File: src/rtl/branch_sequencer_if.sv
// branch_sequencer_if: handshake, CON flip-flop and datapath strobe bundle for the branch sequencer
interface branch_sequencer_if #(
    parameter int CNT_W = 16
);
    logic             start;
    logic [1:0]       ir_c2;
    logic             con;
    logic             busy;
    logic             done;
    logic             gra;
    logic             r_out;
    logic             con_in;
    logic [1:0]       cond_sel;
    logic             pc_out;
    logic             y_in;
    logic             c_out;
    logic             alu_add;
    logic             z_in;
    logic             zlow_out;
    logic             pc_in;
    logic [CNT_W-1:0] taken_cnt;
    logic [CNT_W-1:0] nottaken_cnt;

    modport master (
        output start, ir_c2, con,
        input  busy, done, gra, r_out, con_in, cond_sel, pc_out, y_in,
               c_out, alu_add, z_in, zlow_out, pc_in, taken_cnt, nottaken_cnt
    );

    modport slave (
        input  start, ir_c2, con,
        output busy, done, gra, r_out, con_in, cond_sel, pc_out, y_in,
               c_out, alu_add, z_in, zlow_out, pc_in, taken_cnt, nottaken_cnt
    );
endinterface

File: src/rtl/branch_sequencer.sv
// branch_sequencer: T3..T6 conditional-branch control steps with CON FF handshake and taken/not-taken counters
module branch_sequencer #(
    parameter int CNT_W          = 16,
    parameter bit SKIP_NOT_TAKEN = 1'b0
) (
    input logic               clk,
    input logic               clr,
    branch_sequencer_if.slave bus
);
    typedef enum logic [2:0] {
        S_IDLE,
        S_T3,
        S_T4,
        S_T5,
        S_T6,
        S_DONE
    } state_t;

    state_t           state_q, state_d;
    logic [1:0]       cond_sel_q, cond_sel_d;
    logic             taken_q, taken_d;
    logic [CNT_W-1:0] taken_cnt_q, taken_cnt_d;
    logic [CNT_W-1:0] nottaken_cnt_q, nottaken_cnt_d;

    // State, captured condition, latched CON result and counters; clr aborts everything at once
    always_ff @(posedge clk or negedge clr) begin
        if (!clr) begin
            state_q        <= S_IDLE;
            cond_sel_q     <= 2'b00;
            taken_q        <= 1'b0;
            taken_cnt_q    <= '0;
            nottaken_cnt_q <= '0;
        end else begin
            state_q        <= state_d;
            cond_sel_q     <= cond_sel_d;
            taken_q        <= taken_d;
            taken_cnt_q    <= taken_cnt_d;
            nottaken_cnt_q <= nottaken_cnt_d;
        end
    end

    // Next state: start only honoured from IDLE; con sampled at end of T4; counters bumped leaving DONE
    always_comb begin
        state_d        = state_q;
        cond_sel_d     = cond_sel_q;
        taken_d        = taken_q;
        taken_cnt_d    = taken_cnt_q;
        nottaken_cnt_d = nottaken_cnt_q;
        case (state_q)
            S_IDLE: begin
                if (bus.start) begin
                    state_d    = S_T3;
                    cond_sel_d = bus.ir_c2;
                end
            end
            S_T3: state_d = S_T4;
            S_T4: begin
                taken_d = bus.con;
                state_d = (SKIP_NOT_TAKEN && !bus.con) ? S_DONE : S_T5;
            end
            S_T5: state_d = S_T6;
            S_T6: state_d = S_DONE;
            S_DONE: begin
                state_d        = S_IDLE;
                taken_cnt_d    = taken_q ? taken_cnt_q + CNT_W'(1) : taken_cnt_q;
                nottaken_cnt_d = taken_q ? nottaken_cnt_q : nottaken_cnt_q + CNT_W'(1);
            end
            default: state_d = S_IDLE;
        endcase
    end

    // Moore strobes decoded from the current step; PC load gated by the latched CON result
    always_comb begin
        bus.busy         = state_q != S_IDLE;
        bus.done         = state_q == S_DONE;
        bus.gra          = state_q == S_T3;
        bus.r_out        = state_q == S_T3;
        bus.con_in       = state_q == S_T3;
        bus.pc_out       = state_q == S_T4;
        bus.y_in         = state_q == S_T4;
        bus.c_out        = state_q == S_T5;
        bus.alu_add      = state_q == S_T5;
        bus.z_in         = state_q == S_T5;
        bus.zlow_out     = state_q == S_T6;
        bus.pc_in        = state_q == S_T6 && taken_q;
        bus.cond_sel     = cond_sel_q;
        bus.taken_cnt    = taken_cnt_q;
        bus.nottaken_cnt = nottaken_cnt_q;
    end
endmodule

File: src/flat_wrapper.sv
// flat-port wrapper written by rule: the top's interface ports become plain ports
module branch_sequencer_flat 
#(
    parameter int CNT_W          = 16,
    parameter bit SKIP_NOT_TAKEN = 1'b0
)
  (clk, clr, bus_start, bus_ir_c2, bus_con, bus_busy, bus_done, bus_gra, bus_r_out, bus_con_in, bus_cond_sel, bus_pc_out, bus_y_in, bus_c_out, bus_alu_add, bus_z_in, bus_zlow_out, bus_pc_in, bus_taken_cnt, bus_nottaken_cnt);
  branch_sequencer_if #(.CNT_W(CNT_W)) bus_i ();
  input logic clk;
  input logic clr;
  input wire logic [$bits(bus_i.start)-1:0] bus_start;
  input wire logic [$bits(bus_i.ir_c2)-1:0] bus_ir_c2;
  input wire logic [$bits(bus_i.con)-1:0] bus_con;
  output wire logic [$bits(bus_i.busy)-1:0] bus_busy;
  output wire logic [$bits(bus_i.done)-1:0] bus_done;
  output wire logic [$bits(bus_i.gra)-1:0] bus_gra;
  output wire logic [$bits(bus_i.r_out)-1:0] bus_r_out;
  output wire logic [$bits(bus_i.con_in)-1:0] bus_con_in;
  output wire logic [$bits(bus_i.cond_sel)-1:0] bus_cond_sel;
  output wire logic [$bits(bus_i.pc_out)-1:0] bus_pc_out;
  output wire logic [$bits(bus_i.y_in)-1:0] bus_y_in;
  output wire logic [$bits(bus_i.c_out)-1:0] bus_c_out;
  output wire logic [$bits(bus_i.alu_add)-1:0] bus_alu_add;
  output wire logic [$bits(bus_i.z_in)-1:0] bus_z_in;
  output wire logic [$bits(bus_i.zlow_out)-1:0] bus_zlow_out;
  output wire logic [$bits(bus_i.pc_in)-1:0] bus_pc_in;
  output wire logic [$bits(bus_i.taken_cnt)-1:0] bus_taken_cnt;
  output wire logic [$bits(bus_i.nottaken_cnt)-1:0] bus_nottaken_cnt;
  assign bus_i.start = bus_start;
  assign bus_i.ir_c2 = bus_ir_c2;
  assign bus_i.con = bus_con;
  assign bus_busy = bus_i.busy;
  assign bus_done = bus_i.done;
  assign bus_gra = bus_i.gra;
  assign bus_r_out = bus_i.r_out;
  assign bus_con_in = bus_i.con_in;
  assign bus_cond_sel = bus_i.cond_sel;
  assign bus_pc_out = bus_i.pc_out;
  assign bus_y_in = bus_i.y_in;
  assign bus_c_out = bus_i.c_out;
  assign bus_alu_add = bus_i.alu_add;
  assign bus_z_in = bus_i.z_in;
  assign bus_zlow_out = bus_i.zlow_out;
  assign bus_pc_in = bus_i.pc_in;
  assign bus_taken_cnt = bus_i.taken_cnt;
  assign bus_nottaken_cnt = bus_i.nottaken_cnt;
  branch_sequencer #(.CNT_W(CNT_W), .SKIP_NOT_TAKEN(SKIP_NOT_TAKEN)) u_core (.clk(clk), .clr(clr), .bus(bus_i));
endmodule
File: config.mk
export PLATFORM = sky130hd
export DESIGN_NAME = branch_sequencer_flat
export DESIGN_NICKNAME = d
export VERILOG_FILES = /design/src/rtl/branch_sequencer_if.sv /design/src/rtl/branch_sequencer.sv /design/src/flat_wrapper.sv
export SDC_FILE = /design/constraint.sdc
export NUM_CORES = 1
export LEC_CHECK = 0
export BUFFER_PORTS_ARGS = -buffer_cell sky130_fd_sc_hd__clkbuf_2
export CORE_UTILIZATION = 46
export DETAILED_ROUTE_END_ITERATION = 6
export GPL_ROUTABILITY_DRIVEN = 0
export PLACE_DENSITY = 0.74
export SETUP_SLACK_MARGIN = 0.3
export SLEW_MARGIN = 0
export SYNTH_ARGS = -nofsm -noshare
export SYNTH_HDL_FRONTEND = slang
export SYNTH_SLANG_ARGS = --single-unit
export TNS_END_PERCENT = 20
File: constraint.sdc
create_clock -name clk -period 1.5 [get_ports clk]
set_input_delay 0.15 -clock clk [delete_from_list [all_inputs] [get_ports clk]]
set_output_delay 0.15 -clock clk [all_outputs]
set_load 0.05 [all_outputs]
==> results of run 1 <==
[metrics by stage]
| stage | worst slack (ns) | total power, µW | utilization, % | hold WS [ns] |
|---|---|---|---|---|
| after detailed placement | 0.01462 | 3137 | 59.36 | 0.1929 |
| final | -0.1073 | 4517 | 72.01 | 0.08837 |
| after floorplan | -0.09992 | 2829 | - | -0.1456 |
| after global routing | -0.1518 | 4694 | 72.01 | 0.08440 |
| after global placement | 0.07324 | 3103 | 59.36 | 0.1837 |
| after CTS | -0.07463 | 4335 | 68.72 | 0.07598 |
[cell usage after synthesis, drive strengths merged]
library cell / number
nand3: 14
and4bb: 1
and3: 4
or3: 1
dfrtp: 38
xor2: 5
xnor2: 26
inv: 2
or2: 1
and4: 2
and3b: 2
mux2: 4
nor2: 6
nand4: 8
a211oi: 1
nor3: 3
nor3b: 3
nor4: 1
nand4b: 2
nand2: 12
ha: 2
and2: 3
buf: 9
[worst register-to-register path: cells and delay by family (launching register included)]
kind,cells,cell delay (ns)
simple gates,1,0.29
mux,1,0.28
flops,1,0.46
buf+inv,3,0.40
[cell families after synthesis]
| kind of cell | synth area share [%] |
|---|---|
| simple gates | 22.50 |
| flops | 53.45 |
| xor+xnor | 15.26 |
| buf+inv | 4.431 |
| mux | 2.531 |
| fa+ha+maj | 1.406 |
| compound gates | 0.4221 |
[power by group through the flow]
stage | Clock [µW] | Sequential [µW] | Combinational (µW)
floorplan | 0 | 1670 | 1160
global placement | 0 | 1360 | 1750
detailed placement | 0 | 1380 | 1760
CTS | 701 | 1370 | 2260
global route | 734 | 1410 | 2550
finish | 689 | 1390 | 2440
[area by class of cell]
type,count,share of cell area [%]
flip-flops and latches,38,36.36
repair buffers,76,25.44
well taps,48,2.261
inverters,2,0.2826
multi-input cells,101,32.64
clock buffers,8,3.015
[worst paths after layout]
kind                                              endpoint  slack [ns]
worst max-delay path                             bus_pc_in       -0.11
worst min register to register    u_core.bus.taken_cnt[15]        0.48
min in group asynchronous       u_core.bus.nottaken_cnt[8]        0.40
worst min-delay path                u_core.bus.cond_sel[0]        0.09
worst max register to register              u_core.taken_q       -0.05
max in group asynchronous          u_core.bus.taken_cnt[5]        0.52
[metal layers]
metal	routed length [µm]	up-vias
li1	-	651
met1	1873	698
met2	2164	31
met3	171	5
met4	72	0
met5	0	-
[what timing repair did]
item                       4_1_cts  5_1_grt
hold endpoints to repair        24        0
hold buffers                     1        0
pin swaps                       21       29
setup endpoints to repair       50       56
resized for setup               50       33
buffers inserted                 4        6
[state kept, by name, summed over array words and instances, names as in the netlist]
register	cells
u_core.bus.cond_sel	2
u_core.bus.nottaken_cnt	16
u_core.bus.taken_cnt	16
u_core.state_q	3
u_core.taken_q	1
[cells in the final DEF (no fill, tap or decap), types with 2 or more instances in the layout]
cell type / instances
xnor2_1: 26
clkbuf_2: 26
dfrtp_1: 26
buf_4: 16
dfrtp_2: 12
nand2_1: 10
buf_6: 10
nand4_1: 8
nand3_1: 8
clkbuf_8: 7
nand3_2: 6
buf_2: 6
buf_8: 6
clkbuf_16: 5
xor2_1: 4
clkbuf_4: 4
nor3b_4: 3
nor2_2: 3
mux2_2: 3
nor2_1: 3
and3_1: 3
clkbuf_1: 3
and3b_2: 2
and2_4: 2
nand2_2: 2
inv_1: 2
nor3_1: 2
==> run metrics, run 1 <==
failing checks=negative setup slack; CTS Buffer Depth=2; R2R depth=5; slew margin rel.=58.36%; Pre-Repair DR Iteration Count=4; DRT antenna net count=0; Min-Delay Startpoint=bus_ir_c2[0]; NumNets Final=232; crit-path cells=buf_6 -> nor3b_4 -> and2_4 -> clkbuf_16; Mapped Area=0.001779 mm²; max-cap violations=0; Synthesis Warnings=0; kind of end point of the critical path=output port; count of different cell masters after synthesis=27; Fin. Hold Viols=0; top-area cell type share of the netlist area=53.45%; Worst path slowest cell=dfrtp_2; switching part of the total=42.12%; critical path fanouts, max=6; filler instances=257; Worst-Skew Late Latency=0.30 ns; Layout area overhead=49.30%; GR Util met3=6.786%; grt ovf=0; Setup WS post-layout=-0.1073 ns; Max Transition Viols Final=0; largest cells by area after synthesis=dfrtp_1, xnor2_1, nand3_1; Worst Hold Class=in -> reg; Flop pwr share=30.8%; CP Buf/Inv Count=2; CTS Buf Count=5; Worst path max stage delay=0.46 ns; Starting Density=48.24%; multi-input logic area=867.1 µm²; sequential share of the synthesized area=53.45%; RSZ-0062 raised after global routing=true; starting DRC count in detailed routing=64; initial antenna violation count=0; clock transition at the registers of the reported paths=0.07 ns; kind of cell adding the most delay to the critical path=flip-flops; H-tree Lvls=2; GRT Util Overall=21.31%; Peak VDD IR=1406 µV; Non-Filler Instances=273; Least-Margin Pin Slew=0.6246 ns; met2 GRT Util=37.10%; Syn Nets=158; status=complete, but fails checks; FP Rows=22; Final min period=1.607 ns; GR met1 Demand/Resource=25.52%; worst r2r src=u_core.state_q[2]; Seq cells post-synth=38; die area=0.004120 mm²; die span in x=64.19 µm; die outline height=64.19 µm; register area=965.9 µm²; Synth Instances=150; Clock Skew=0.004341 ns; Antenna Cells=0; placed inst area=0.002190 mm²; Placed Cells=254; syn avg cell area=11.86 µm²; DP Wirelength=2544 µm; Crit Path Class=reg -> out; Worst Path Required=1.35 ns; CTS Sinks=38; Port Buf Inserts=51; CTS tree=yes; Static Leak=0.001277 µW; fmax=622.2 MHz; wire length of the first global-routing pass=6534 µm; total wire length=4281 µm; Net Switching=1903 µW; drt drc=0; fin crit share=107.2%; P per Cell Area=1701 mW/mm²; cell count along the critical path=4; I/O pin count=52; crit path from=u_core.state_q[1]; Clock power frac=15.3%; Hold Crit Depth=2; Startpoint Class=flip-flop; GR peak layer=met2; largest net degree at the start of global routing=27; Arr. time, crit path=1.46 ns; core area=0.003689 mm²; Synth area leader=dfrtp_1; drt wl/cell=15.68 µm; design area=0.002656 mm²; Sum Neg Setup Slack=-0.5340 ns; routed vias/inst=5.073; DR vias=1385; P_int=2615 µW; vias in the first global route=1367; Root Driver=clkbuf_8; Final setup violation count=12; share of layout cells above drive strength 1=55.11%; power share of the combinational group=53.9%
Power figures use the tool's default switching activity.
==> run 2, diff against run 1 <==
--- a/config.mk
+++ b/config.mk
@@ -6,11 +6,10 @@
 export NUM_CORES = 1
 export LEC_CHECK = 0
 export BUFFER_PORTS_ARGS = -buffer_cell sky130_fd_sc_hd__clkbuf_2
-export CORE_UTILIZATION = 46
+export CORE_UTILIZATION = 51
 export DETAILED_ROUTE_END_ITERATION = 6
 export GPL_ROUTABILITY_DRIVEN = 0
-export PLACE_DENSITY = 0.74
-export SETUP_SLACK_MARGIN = 0.3
+export PLACE_DENSITY = 0.78
 export SLEW_MARGIN = 0
 export SYNTH_ARGS = -nofsm -noshare
 export SYNTH_HDL_FRONTEND = slang
==> constraint.sdc (replaced) <==
create_clock -name clk -period 1.6 [get_ports clk]
set_input_delay 0.16 -clock clk [delete_from_list [all_inputs] [get_ports clk]]
set_output_delay 0.16 -clock clk [all_outputs]
set_load 0.05 [all_outputs]
==> run 2 against run 1 <==
Net effect:
- the run now ends clean
- non-clock buffer count is 10 lower
- flip-flop and latch count unchanged
- worst setup slack better by 0.13 ns
- sequential power shrank 7%
- combinational power down 27%
- total power fell by 18%
- critical path depth unchanged
- via count fell by 4.9%
- die area decreased by 9.5%
- hold slack worse by 0.029 ns
- register-to-register slack better by 0.15 ns
- clock skew rose by 0.0061 ns
==> run metrics, run 2 (synthesized netlist as in run 1, its figures left out) <==
max layer used=met4; wire length of the first global-routing pass=5147 µm (-21%); commonest non-fill, non-tap cells in the layout=clkbuf_2, dfrtp_1, xnor2_1; fmax=635.2 MHz; Static Leak=0.001175 µW (-8.0%); share of layout cells above drive strength 1=42.79% (-12 points); slew margin rel.=69.41% (+11 points); kind of end point of the critical path=output port; Peak VDD IR=1508 µV (+7.2%); placed inst area=0.002105 mm² (-3.9%); Worst-Skew Late Latency=0.33 ns (+0.03 ns); DR vias=1317 (-4.9%); CP Buf/Inv Count=2 (unchanged); Clock Skew=0.01040 ns (+0.006056 ns); Fin. Hold Viols=0 (unchanged); Sum Neg Setup Slack=0 ns (+0.5340 ns); Starting Density=53.32% (+5.1 points); Worst path max stage delay=0.42 ns (-0.04 ns); crit-path cells=buf_6 -> nor3b_4 -> and2_4 -> buf_8; DP Wirelength=2355 µm (-7.4%); Worst path slowest cell=dfrtp_1; Setup WS post-layout=0.02572 ns (+0.1330 ns); Arr. time, crit path=1.41 ns (-0.05 ns); largest net degree at the start of global routing=39 (+44%); vias in the first global route=1161 (-15%); routed vias/inst=5.046 (-0.54%); die area=0.003729 mm² (-9.5%); Placed Cells=244 (-3.9%); P per Cell Area=1595 mW/mm² (-6.2%); CTS Buffer Depth=2 (unchanged); Port Buf Inserts=51 (unchanged); clock transition at the registers of the reported paths=0.10 ns (+0.03 ns); initial antenna violation count=0 (unchanged); Non-Filler Instances=261 (-4.4%); most common cell after layout, fill and taps aside=clkbuf_2; total wire length=3218 µm (-25%); Antenna Cells=0 (unchanged); Pre-Repair DR Iteration Count=4 (unchanged); starting DRC count in detailed routing=53 (-17%); Least-Margin Pin Slew=0.4589 ns (-0.1656 ns); die outline height=61.07 µm (-4.9%); Worst Path Required=1.44 ns (+0.09 ns); Startpoint Class=flip-flop; DRT antenna net count=0 (unchanged); Max Transition Viols Final=0 (unchanged); grt ovf=0 (unchanged); CTS Sinks=38 (unchanged); Final setup violation count=0 (-12); I/O pin count=52 (unchanged); CTS Buf Count=5 (unchanged); Layout area overhead=30.38%; NumNets Final=222 (-4.3%); critical path fanouts, max=7 (+1); kind of cell adding the most delay to the critical path=flip-flops; design area=0.002320 mm² (-13%); Hold Slack=0.05918 ns (-0.02919 ns); Final min period=1.574 ns; filler instances=240 (-6.6%); max-cap violations=0 (unchanged); FP Rows=21 (-4.5%); GRT Util Overall=19.11% (-2.2 points); Setup Slack @ Placement=0.08268 ns (+0.06806 ns); Crit Path Class=reg -> out; die span in x=61.07 µm (-4.9%); fin crit share=98.39%; CTS tree=yes; routed wl met2=1586 µm (-27%); Met1 Wirelength=1434 µm (-23%); Root Driver=clkbuf_4; Worst Hold Class=in -> reg; drt wl/cell=12.33 µm (-21%); drt drc=0 (unchanged); status=finished clean; RSZ-0062 raised after global routing=true; WL met3=156 µm (-8.8%); core area=0.003337 mm² (-9.5%); H-tree Lvls=2 (unchanged)
run 2: cell types whose count changed in the layout (fill, tap and decap cells not counted), sizes merged:
cell,before,now
clkbuf,45,48
buf,38,24
bufinv,0,1
run 2: cell type report:
class,count,area [µm²],area share (%)
clock inverter,1,30.03,1.295
timing repair buffer,66,419.2,18.07
clock buffer,7,45.04,1.942
tap,46,57.56,2.481
multi-input combinational,101,805.8,34.74
inverter,2,7.507,0.3236
sequential,38,954.7,41.15
run 2: metal layers:
metal | vias up | track usage [%]
met5 | - | 0
met2 | 35 | 30.59
li1 | 636 | -
met3 | 6 | 6.303
met4 | 0 | 5.844
met1 | 640 | 24.79
run 2: stage by stage:
step	utilization, %	total power (µW)
finish	69.52	3701
global route	69.52	3873
CTS	67.34	3592
detailed placement	63.07	2854
global placement	63.07	2811
floorplan	-	2588
run 2: timing repair:
action,in CTS,in global routing
endpoints found under the setup margin,11,16
endpoints found under the hold margin,38,0
hold buffers,1,0
buffers inserted,1,7
resized for setup,17,16
pin swaps,0,1
run 2: report_power, final:
part           internal, µW  total [µW]  switching [µW]
combinational           658        1790            1130
sequential             1110        1290             181
clock                   332         621             289
total                  2100        3700            1600
run 2: final timing paths:
path	start	depth (start not counted)	endpoint	slack (ns)
min in group asynchronous	clr	3	u_core.bus.nottaken_cnt[3]	0.40
max in group asynchronous	clr	3	u_core.state_q[1]	0.85
worst max register to register	u_core.bus.taken_cnt[0]	5	u_core.bus.taken_cnt[10]	0.10
worst min-delay path	bus_ir_c2[0]	2	u_core.bus.cond_sel[0]	0.06
worst max-delay path	u_core.state_q[0]	4	bus_pc_in	0.03
worst min register to register	u_core.bus.taken_cnt[15]	1	u_core.bus.taken_cnt[15]	0.48
run 2: worst reg2reg max path, stage by stage, from the launching register on:
cell     delay (ns)
dfrtp_2        0.44
ha_4           0.16
nand4_1        0.17
nor4_4         0.35
buf_4          0.16
xor2_1         0.14
